$ cat src/rtl/i2c_bus_frontend.sv
// Input conditioning for the I2C core: pin synchronisers, glitch filters,
// SCL edge / START / STOP strobes, bus-busy tracking and stuck-SCL timeout.
module i2c_bus_frontend #(
  parameter int unsigned FILT_LEN    = 3,
  parameter int unsigned TIMEOUT_CYC = 4096
) (
  input  logic I_clk,
  input  logic I_rst,
  input  logic I_scl,
  input  logic I_sda,
  output logic O_scl,
  output logic O_sda,
  output logic O_scl_rise,
  output logic O_scl_fall,
  output logic O_start,
  output logic O_stop,
  output logic O_busy,
  output logic O_timeout
);

  // Line index inside the packed per-line vectors.
  localparam int LN_SCL = 1;
  localparam int LN_SDA = 0;

  localparam logic [3:0]  FILT_LAST = 4'(FILT_LEN - 1);
  localparam logic [15:0] TMO_FULL  = 16'(TIMEOUT_CYC);
  localparam logic [15:0] TMO_LAST  = 16'(TIMEOUT_CYC - 1);

  logic [1:0]      meta_q, sync_q;
  logic [1:0]      filt_q, filt_d;
  logic [1:0]      prev_q;
  logic [1:0][3:0] fcnt_q, fcnt_d;
  logic [15:0]     tcnt_q, tcnt_d;
  logic            busy_q, busy_d;
  logic            rise_q, fall_q, start_q, stop_q, tmo_q;
  logic            rise_d, fall_d, start_d, stop_d, tmo_d;
  logic            scl_steady_hi;

  // NOTE: synchroniser flops reset to the idle-high bus level so that releasing
  // reset with both pins high produces no transition anywhere downstream.
  always_ff @(posedge I_clk or negedge I_rst) begin
    if (!I_rst) begin
      meta_q <= 2'b11;
      sync_q <= 2'b11;
    end else begin
      meta_q <= {I_scl, I_sda};
      sync_q <= meta_q;
    end
  end

  // NOTE: every signal written here gets a default first; a missing branch
  // would otherwise infer a latch.
  always_comb begin
    filt_d = filt_q;
    fcnt_d = '0;
    for (int i = 0; i < 2; i++) begin
      if (sync_q[i] != filt_q[i]) begin
        if (fcnt_q[i] == FILT_LAST) filt_d[i] = sync_q[i];
        else                        fcnt_d[i] = fcnt_q[i] + 4'd1;
      end
    end
  end

  // Bus conditions are judged on the filtered levels and their one-cycle-old copy.
  always_comb begin
    scl_steady_hi = filt_q[LN_SCL] & prev_q[LN_SCL];
    rise_d  = filt_q[LN_SCL] & ~prev_q[LN_SCL];
    fall_d  = ~filt_q[LN_SCL] & prev_q[LN_SCL];
    start_d = scl_steady_hi & prev_q[LN_SDA] & ~filt_q[LN_SDA];
    stop_d  = scl_steady_hi & ~prev_q[LN_SDA] & filt_q[LN_SDA];

    tcnt_d = tcnt_q;
    tmo_d  = 1'b0;
    if (filt_q[LN_SCL] || start_d) begin
      tcnt_d = '0;
    end else if (tcnt_q == TMO_FULL) begin
      tcnt_d = tcnt_q;  // parked after firing until SCL recovers or a new START
    end else if (busy_q) begin
      tcnt_d = tcnt_q + 16'd1;
      tmo_d  = (tcnt_q == TMO_LAST);
    end else begin
      tcnt_d = '0;
    end

    busy_d = busy_q;
    if (start_d)              busy_d = 1'b1;
    else if (stop_d || tmo_d) busy_d = 1'b0;
  end

  // NOTE: all state updates use non-blocking assignments so every flop samples
  // the pre-edge value of every other flop.
  always_ff @(posedge I_clk or negedge I_rst) begin
    if (!I_rst) begin
      filt_q  <= 2'b11;
      prev_q  <= 2'b11;
      fcnt_q  <= '0;
      tcnt_q  <= '0;
      busy_q  <= 1'b0;
      rise_q  <= 1'b0;
      fall_q  <= 1'b0;
      start_q <= 1'b0;
      stop_q  <= 1'b0;
      tmo_q   <= 1'b0;
    end else begin
      filt_q  <= filt_d;
      prev_q  <= filt_q;
      fcnt_q  <= fcnt_d;
      tcnt_q  <= tcnt_d;
      busy_q  <= busy_d;
      rise_q  <= rise_d;
      fall_q  <= fall_d;
      start_q <= start_d;
      stop_q  <= stop_d;
      tmo_q   <= tmo_d;
    end
  end

  assign O_scl      = filt_q[LN_SCL];
  assign O_sda      = filt_q[LN_SDA];
  assign O_scl_rise = rise_q;
  assign O_scl_fall = fall_q;
  assign O_start    = start_q;
  assign O_stop     = stop_q;
  assign O_busy     = busy_q;
  assign O_timeout  = tmo_q;

endmodule

$ cat config.mk
export PLATFORM = sky130hd
export DESIGN_NAME = i2c_bus_frontend
export DESIGN_NICKNAME = d
export VERILOG_FILES = /design/src/rtl/i2c_bus_frontend.sv
export SDC_FILE = /design/constraint.sdc
export NUM_CORES = 1
export LEC_CHECK = 0
export CAP_MARGIN = 20
export CORE_UTILIZATION = 35
export CTS_BUF_LIST = sky130_fd_sc_hd__clkbuf_16
export DETAILED_ROUTE_END_ITERATION = 8
export PLACE_DENSITY = 0.61
export SLEW_MARGIN = 20
export SYNTH_ARGS = -nofsm -noshare
export SYNTH_HDL_FRONTEND = slang
export SYNTH_SLANG_ARGS = --single-unit
$ cat constraint.sdc
create_clock -name I_clk -period 1.7 [get_ports I_clk]
set_input_delay 0.255 -clock I_clk [delete_from_list [all_inputs] [get_ports I_clk]]
set_output_delay 0.255 -clock I_clk [all_outputs]
set_load 0.005 [all_outputs]
; ---- Yosys cells after proc, flatten, opt, wreduce, memory -nomap -nowiden
; Cells that the tools add are included.
[op_classes]
reduce_logical = 5
addsub = 3
n_eq_ne = 7
muxes = 12
bitwise_logic = 11
[op_table]
columns = cell, count
row1 = $mux 16, 3
row2 = $add 16x1->16 const B, 1
row3 = $eq 16x12->1 const B, 1
row4 = $eq 16x13->1 const B, 1
row5 = $mux 4, 4
row6 = $add 4x1->4 const B, 2
row7 = $eq 4x2->1 const B, 2
row8 = $and 1x1->1, 7
row9 = $mux 1, 5
row10 = $not 1->1, 4
row11 = $reduce_and 2->1, 2
row12 = $logic_or 1x1->1, 2
row13 = $ne 1x1->1, 2
row14 = $ne 2x2->1 const B, 1
row15 = $reduce_bool 2->1, 1
[word_totals]
reg_bits = 38
elab_cells = 52
output_inout_bits = 8
input_bits = 4

; ---- Logic depth before layout (Yosys ltp)
; Gate-level depths: netlist of run 1.
[depth]
word_depth = 8
depth_mapped = 6
ltp_nobuf = 6

; ---- Least setup slack after synthesis of run 1
; Ideal clock, no wire load.
[synth_path]
path_kind = register to register
start = register tcnt_q[0]
end = register tcnt_q[14]
stages_incl_launch_ff = 6
slack_ns = 0.095
setup_time_ns = 0.078
arrival_time_ns = 1.527
t_required_ns = 1.622
path_cell_list = dfrtp_1 ha_1 nand2_2 or2_4 or4_1 a21oi_1
[synth_via]
elab_chain_len = 4
word_cells_on_any_way = 6
[synth_rtl]
columns = element, line_no
row1 = from (decl), 33  ; logic [15:0] tcnt_q, tcnt_d;
row2 = from (signal assigned), 108  ; tcnt_q <= tcnt_d;
row3 = $add 16x1->16, 79  ; tcnt_d = tcnt_q + 16'd1;
row4 = $mux 16, 78  ; end else if (busy_q) begin
row5 = $mux 16, 76  ; end else if (tcnt_q == TMO_FULL) begin
row6 = $mux 16, 74  ; if (filt_q[LN_SCL] || start_d) begin
; Parallel ways exist; a longest one is shown, timed or not. The select of a mux whose other input is x is not followed.
; A chain may end at the register's enable or synchronous reset.

; ---- Worst setup path after layout of run 1
[layout_path]
start = register filt_q[0]
end = output O_sda
[layout_lines]
columns = element, line_no
row1 = from (decl), 30  ; logic [1:0] filt_q, filt_d;
row2 = from (signal assigned), 105  ; filt_q <= filt_d;
row3 = to (decl), 12  ; output logic O_sda,
; No word-level cell between the ends.

==> results of run 1 <==
## logic make-up (layout without fill, tap and decap cells)
kind of cell / after synthesis / count (layout) / synth area share [%]
simple gates: 72 / 72 / 21.7
flops: 38 / 38 / 57.2
xor+xnor: 16 / 16 / 8.34
compound gates: 11 / 11 / 4.99
buf+inv: 8 / 34 / 2.01
fa+ha+maj: 6 / 6 / 4.47
mux: 2 / 2 / 1.34
## layout make-up
class | count | area (um2)
Clock inverter | 3 | 16.3
Sequential cell | 38 | 966
Multi-Input combinational cell | 107 | 711
Tap cell | 52 | 65.1
Fill cell | 428 | 2400
Inverter | 6 | 22.5
Clock buffer | 5 | 125
Timing Repair Buffer | 20 | 173
## cell usage after synthesis
library cell | count | area, um2
a21o_1 | 1 | 7.51
a21oi_1 | 2 | 10.0
a31oi_1 | 1 | 6.26
a32o_1 | 1 | 10.0
and2_1 | 1 | 6.26
buf_4 | 1 | 7.51
clkbuf_1 | 1 | 3.75
dfrtp_1 | 30 | 751
dfstp_2 | 8 | 210
ha_1 | 6 | 75.1
inv_1 | 6 | 22.5
mux2_2 | 2 | 22.5
nand2_1 | 10 | 37.5
nand2_2 | 1 | 6.26
nand2b_1 | 2 | 12.5
nand3_1 | 6 | 30.0
nand3b_1 | 1 | 7.51
nand4_1 | 3 | 18.8
nand4_4 | 1 | 21.3
nor2_1 | 29 | 109
nor2b_1 | 3 | 18.8
nor3_1 | 6 | 30.0
nor3b_1 | 1 | 7.51
nor4_1 | 3 | 18.8
nor4b_1 | 2 | 17.5
o21bai_1 | 1 | 7.51
o22a_1 | 3 | 26.3
o31ai_1 | 1 | 7.51
o32ai_1 | 1 | 8.76
or2_2 | 1 | 6.26
or2_4 | 1 | 8.76
or4_1 | 1 | 7.51
xnor2_1 | 10 | 87.6
xor2_1 | 6 | 52.6
## metal layers
metal,track usage [%],up-vias,part of all wire [%]
li1,-,567,-
met1,16.8,595,44
met2,25.4,19,51
met3,3.38,7,3.1
met4,6.89,0,1.8
met5,0,-,0
## power groups by stage
stage	registers, uW	clock network (uW)	logic [uW]
floorplan	1230	0	379
global placement	1280	0	585
detailed placement	1290	0	603
CTS	1240	903	664
global route	1270	940	766
finish	1250	888	676
## sequential cells by signal, summed over array words and instances, names as in the netlist
register and cells:
fcnt_q 8, O_busy 1, O_stop 1, sync_q 2, filt_q 2, O_scl_rise 1, O_scl_fall 1, O_start 1
meta_q 2, tcnt_q 16, O_timeout 1, prev_q 2
## path summary, 6_finish.rpt
kind / slack [ps] / cells after the start / endpoint / startpoint
worst max register to register: 100 / 5 / tcnt_q[14] / tcnt_q[1]
worst min register to register: 360 / 0 / sync_q[0] / meta_q[0]
max in group asynchronous: 1330 / 2 / filt_q[1] / I_rst
min in group I_clk: 360 / 0 / sync_q[0] / meta_q[0]
worst max-delay path: 90 / 1 / O_sda / filt_q[0]
worst min-delay path: 20 / 2 / tcnt_q[15] / I_rst
## timing repair
action	in CTS	in global routing
pin swaps	0	2
resized for setup	1	8
buffers inserted	1	1
setup endpoints to repair	2	4
## through the flow
stage | utilization, % | hold WS, ps | instance area (um2) | worst slack [ps] | power, uW
2_1_floorplan | - | -40.6 | 1680 | 95.2 | 1610
3_3_place_gp | 42.3 | 326 | 1890 | 83.2 | 1860
3_5_place_dp | 42.3 | 336 | 1890 | 6.24 | 1890
4_1_cts | 45.7 | 40.2 | 2040 | 20.9 | 2810
5_1_grt | 46.4 | 73.1 | 2080 | 3.37 | 2980
6_report | 46.4 | 17.1 | 2080 | 87.5 | 2810
==> out/metrics.yaml, run 1 <==
netlist_area_um2: 1680
post_route_cells_drive_above_1_share_pct: 21.8
fmax_mhz: 620
avgSynthCellArea_um2: 11.0
hold_violations: 0
dr.first_iter.drc_count: 58
avgViaCountPerCell: 5.14
clock_sink_count: 38
synth_seq_cells: 38
antenna_found_initial: 0
drcViolationCount: 0
seqPwrFrac_pct: 44.3
setup_viol: 0
p_int_uw: 1990
slew_headroom_pct: 68.7
start_util_pct: 37.6
area_growth_pct: 23.7
die_w_um: 71.3
post-route-min-period_ps: 1610
drtAntennaViolNets: 0
io-pin-count: 12
clock-skew-final_ps: 6.76
via_count: 1188
cp_slowest_cell: "dfstp_2"
setup_tns_ps: 0
nNetsFinal: 188
synth_cell_types: 34
first_pass_iters: 4
critical_path_class: "flop to primary output"
die_h_um: 71.3
fp.dieArea_um2: 5080
htreeDepth: 2
root_buffer: "clkbuf_16"
clk_pin_slew_ps: 60
power.density_nw_per_um2: 1350
grt_setup_unrepaired: "false"
postCtsHoldBufs: 0
required_ps: 1440
start_kind: "flop"
portBuffers: 11
critPathMaxFanout: 6
hpwl_um: 2240
vdd_drop_max_uv: 807
combPwrFrac_pct: 24.1
max_stage_delay_ps: 570
power_switching_uw: 817
stdcell_count: 231
status: "completed"
crit_family: "flip-flops"
wl_per_cell_um: 13.7
clock_power_share_pct: 31.6
drv_slew: 0
final_common_cell: "nor2_1"
place.gp.congestion: 0.782
rows: 24
p_sw_share_pct: 29.1
crit_chain: "clkdlybuf4s50_1"
crit_arrival_ps: 1360
yosysWarnings: 0
grt_pass1_wl_um: 5540
diodes: 0
hp-class: "primary input to asynchronous set/reset pin"
worst_slew_pin_slew_ps: 469
period_share_pct: 94.9
cts_tree: "yes"
core_um2: 4470
syn_inst: 153
syn_nets: 163
insertion_delay_ps: 280
cp-end-kind: "primary output"
final_cell_mix: "29 x nor2_1, 26 x dfrtp_1, 10 x xnor2_1, 10 x clkdlybuf4s50_1"
wirelength_um: 3170
cap_violations: 0
dp.cells: 221
cts_max_path_buffers: 2
leakagePower_uw: 0.000891
crit_buf_inv: 1
overflow: 0
cts-buffers-inserted: 5
grt_max_degree: 39
grt_pass1_vias: 1284
track_usage_pct: 14.5
seq_area_frac_synth_pct: 57.2
Power figures use the tool's default switching activity.
==> inputs of run 2 (changes only) <==
--- a/config.mk
+++ b/config.mk
@@ -9,8 +9,8 @@
 export CORE_UTILIZATION = 35
 export CTS_BUF_LIST = sky130_fd_sc_hd__clkbuf_16
 export DETAILED_ROUTE_END_ITERATION = 8
-export PLACE_DENSITY = 0.61
-export SLEW_MARGIN = 20
+export PLACE_DENSITY = 0.56
+export SLEW_MARGIN = 10
 export SYNTH_ARGS = -nofsm -noshare
 export SYNTH_HDL_FRONTEND = slang
 export SYNTH_SLANG_ARGS = --single-unit
==> out/metrics.yaml, run 2 (synthesized netlist as in run 1, its figures left out) <==
status: "complete, but fails checks"
violations: "design-rule violations"
post-route-min-period_ps: 1650
start_kind: "flop"
start_util_pct: 37.6
avgViaCountPerCell: 4.98
worst_slew_pin_slew_ps: 472
wl_per_cell_um: 13.8
final_common_cell: "nor2_1"
vdd_drop_max_uv: 668
clk_pin_slew_ps: 60
drv_slew: 0
fmax_mhz: 607
clock_sink_count: 38
fillers: 412
grt_max_degree: 39
power.density_nw_per_um2: 1340
post-route-util_pct: 47.8
track_usage_pct: 15.0
stdcell_area_um2: 2140
post_route_cells_drive_above_1_share_pct: 26.6
cts-buffers-inserted: 5
final_cell_mix: "28 x nor2_1, 27 x dfrtp_1, 14 x buf_4, 10 x xnor2_1, 10 x clkdlybuf4s50_1"
drcViolationCount: 1
insertion_delay_ps: 280
core_um2: 4470
diodes: 0
top_register: "tcnt_q"
required_ps: 1910
critPathMaxFanout: 4
root_buffer: "clkbuf_16"
r2r_cells: 5
setup_viol: 0
nNetsFinal: 193
top_regs: "tcnt_q: 16 flops, fcnt_q: 8 flops"
portBuffers: 11
hold_violations: 0
grt_pass1_vias: 1231
cp-end-kind: "flop"
r2r_slack_ps: 50
first_pass_iters: 6
hp-class: "primary input to asynchronous set/reset pin"
antenna_found_initial: 0
die_w_um: 71.3
crit_arrival_ps: 1860
slew_headroom_pct: 68.5
cts_max_path_buffers: 2
overflow: 0
postCtsHoldBufs: 0
io-pin-count: 12
via_count: 1176
leakagePower_uw: 0.000928
drtAntennaViolNets: 0
area_growth_pct: 27.2
placed_cell_area_um2: 1910
r2r_end: "tcnt_q[14]"
fp.dieArea_um2: 5080
r2r-start: "tcnt_q[1]"
period_share_pct: 97.0
hpwl_um: 2240
place.gp.congestion: 0.753
grt_pass1_wl_um: 5750
grt_setup_unrepaired: "true"
htreeDepth: 2
clock-skew-final_ps: 3.42
largest_reg_flops: 16
hold_ws_ps: 19.3
setup_tns_ps: 0
die_h_um: 71.3
cap_violations: 0
dr.first_iter.drc_count: 82
wirelength_um: 3270
cts_tree: "yes"
critical_path_class: "flop to flop"
rows: 24
==> run 2: worst max path at each step <==
| stage | startpoint | endpoint | slack [ps] | cells past startpoint |
|---|---|---|---|---|
| floorplan | tcnt_q[0] | tcnt_q[14] | 100 | 5 |
| global placement | tcnt_q[0] | tcnt_q[14] | 40 | 5 |
| detailed placement | tcnt_q[0] | tcnt_q[14] | -20 | 5 |
| CTS | tcnt_q[0] | tcnt_q[14] | -30 | 5 |
| global route | tcnt_q[1] | tcnt_q[14] | 1 | 5 |
| finish | tcnt_q[1] | tcnt_q[14] | 50 | 5 |
==> run 2: cell type report <==
type | count | area (um2) | share of cell area (%)
repair buffers | 25 | 210 | 9.84
multi-input cells | 107 | 733 | 34.3
clock inverters | 3 | 16.3 | 0.761
well taps | 52 | 65.1 | 3.04
inverters | 6 | 22.5 | 1.05
flip-flops and latches | 38 | 965 | 45.1
clock buffers | 5 | 125 | 5.85
==> run 2: where the power goes <==
part / internal (uW) / switching (uW) / leakage, uW
registers: 1110 / 146 / 0.000489
clock network: 534 / 346 / 0.0000672
logic: 380 / 353 / 0.000372
==> run 2: through the flow <==
stage | cells | worst slack, ps | total power (uW)
finish | 236 | 51.8 | 2870
global route | 236 | 0.969 | 3070
CTS | 233 | -25.8 | 2840
detailed placement | 224 | -19.7 | 1910
global placement | 224 | 38.0 | 1880
floorplan | 153 | 95.2 | 1610
==> run 2: what timing repair did <==
action | CTS | global route
buffers inserted | 1 | 3
pin swaps | 1 | 3
endpoints found under the setup margin | 6 | 11
endpoints found under the hold margin | 0 | 0
resized for setup | 3 | 12
==> run 2: metal layers <==
layer  vias to the layer above  GRT usage, %  share of wire, %  routed length (um)
met4                         0          7.33               2.0                  65
met3                         8          3.52               3.0                  98
met5                         -             0                 0                   0
li1                        582             -                 -                   -
met1                       567          17.8                44                1420
met2                        19          25.6                51                1680
==> run 2: critical path, cell delays in order (launching register included) <==
cell and delay [ps]:
dfrtp_1 430, ha_4 180, nand2_2 80, or2_4 260
or4_4 510, a21oi_2 120
==> inputs of run 3 (changes only) <==
--- a/config.mk
+++ b/config.mk
@@ -9,7 +9,7 @@
 export CORE_UTILIZATION = 35
 export CTS_BUF_LIST = sky130_fd_sc_hd__clkbuf_16
 export DETAILED_ROUTE_END_ITERATION = 8
-export PLACE_DENSITY = 0.56
+export PLACE_DENSITY = 0.54
 export SLEW_MARGIN = 10
 export SYNTH_ARGS = -nofsm -noshare
 export SYNTH_HDL_FRONTEND = slang
==> constraint.sdc (replaced) <==
create_clock -name I_clk -period 2 [get_ports I_clk]
set_input_delay 0.3 -clock I_clk [delete_from_list [all_inputs] [get_ports I_clk]]
set_output_delay 0.3 -clock I_clk [all_outputs]
set_load 0.005 [all_outputs]
==> out/metrics.yaml, run 3 (synthesized netlist as in run 1, its figures left out) <==
dr.first_iter.drc_count: 44
overflow: 0
critPathMaxFanout: 7
seqPwrFrac_pct: 44.1
antenna_found_initial: 0
p_sw_share_pct: 27.2
place.gp.congestion: 0.755
slew_headroom_pct: 44.0
clock_power_share_pct: 34.9
grt_max_degree: 39
drcViolationCount: 1
hp-class: "primary input to asynchronous set/reset pin"
setup_viol: 0
p_total_uw: 2450
area_growth_pct: 18.9
nNetsFinal: 179
die_h_um: 71.3
diodes: 0
drtAntennaViolNets: 0
violations: "design-rule violations"
cts_resized: 0
hold_ws_ps: 128
start_kind: "flop"
fp.dieArea_um2: 5080
io-pin-count: 12
stdcell_count: 221
post-route-min-period_ps: 1810
cts_tree: "yes"
leakagePower_uw: 0.000865
die_w_um: 71.3
track_usage_pct: 14.4
final_common_cell: "dfrtp_1"
vdd_drop_max_uv: 621
post_route_cells_drive_above_1_share_pct: 12.4
top_regs: "tcnt_q: 16 flops, fcnt_q: 8 flops"
hpwl_um: 2080
wl_per_cell_um: 13.8
grt_setup_unrepaired: "false"
p_int_uw: 1780
postCtsSetupRepairBufs: 0
via_count: 1105
power_switching_uw: 667
cts_max_path_buffers: 2
grt_pass1_wl_um: 5520
setup_tns_ps: 0
start_util_pct: 37.6
cap_violations: 0
clk_pin_slew_ps: 50
status: "complete, but fails checks"
cts-buffers-inserted: 5
clock_sink_count: 38
avgViaCountPerCell: 5.00
fillers: 428
wirelength_um: 3050
critical_path_class: "flop to flop"
postCtsHoldBufs: 0
hold_violations: 0
drv_slew: 0
portBuffers: 11
core_um2: 4470
stdcell_area_um2: 2000
final_cell_mix: "30 x dfrtp_1, 29 x nor2_1, 10 x nand2_1, 10 x xnor2_1, 10 x clkdlybuf4s50_1"
htreeDepth: 2
first_pass_iters: 7
grt_pass1_vias: 1158
largest_reg_flops: 16
period_share_pct: 90.3
clock-skew-final_ps: 1.56
crit_arrival_ps: 2000
rows: 24
root_buffer: "clkbuf_16"
placed_cell_area_um2: 1840
cp-end-kind: "flop"
worst_slew_pin_slew_ps: 840
dp.cells: 214
timing.critical_path.from: "tcnt_q[7]"
power.density_nw_per_um2: 1230
fmax_mhz: 554
r2r-start: "tcnt_q[7]"
combPwrFrac_pct: 21.0
insertion_delay_ps: 270
top_register: "tcnt_q"
required_ps: 2190
-- run 3: metal layers --
layer	global-route usage (%)	share of wire (%)	up-vias
li1	-	-	549
met1	19.1	51	540
met2	22.4	45	12
met3	5.06	2.7	4
met4	4.00	0.69	0
met5	0	0	-
-- run 3: area by class of cell --
cell class	count	area, um2	area share (%)
Sequential cell	38	961	48.1
Multi-Input combinational cell	107	686	34.3
Clock buffer	5	125	6.26
Timing Repair Buffer	11	105	5.26
Tap cell	52	65.1	3.26
Clock inverter	2	33.8	1.69
Inverter	6	22.5	1.13
-- run 3: worst paths after layout --
check / endpoint / slack (ps) / cells past startpoint
max: tcnt_q[14] / 190 / 4
min: tcnt_q[9] / 130 / 1
max reg2reg: tcnt_q[14] / 190 / 4
min reg2reg: sync_q[0] / 350 / 0
max in group asynchronous: fcnt_q[7] / 1340 / 1
min in group I_clk: sync_q[0] / 350 / 0
-- run 3: critical path, cell delays in order, from the launching register on --
cell and delay, ps:
dfrtp_1 460, nand4_1 240, or2_2 380, or4_1 470, a21oi_1 170
-- run 3: through the flow --
stage | utilization (%) | setup slack [ps]
global route | 44.7 | 82.5
CTS | 44.7 | 191
floorplan | - | 395
global placement | 41.1 | 287
detailed placement | 41.1 | 249
finish | 44.7 | 194
-- run 3: power groups by stage --
| stage | Sequential [uW] | Clock, uW | Combinational [uW] |
|---|---|---|---|
| 6_report | 1080 | 855 | 514 |
| 4_1_cts | 1080 | 878 | 525 |
| 3_5_place_dp | 1090 | 0 | 518 |
| 3_3_place_gp | 1090 | 0 | 507 |
| 2_1_floorplan | 1050 | 0 | 322 |
| 5_1_grt | 1110 | 923 | 590 |
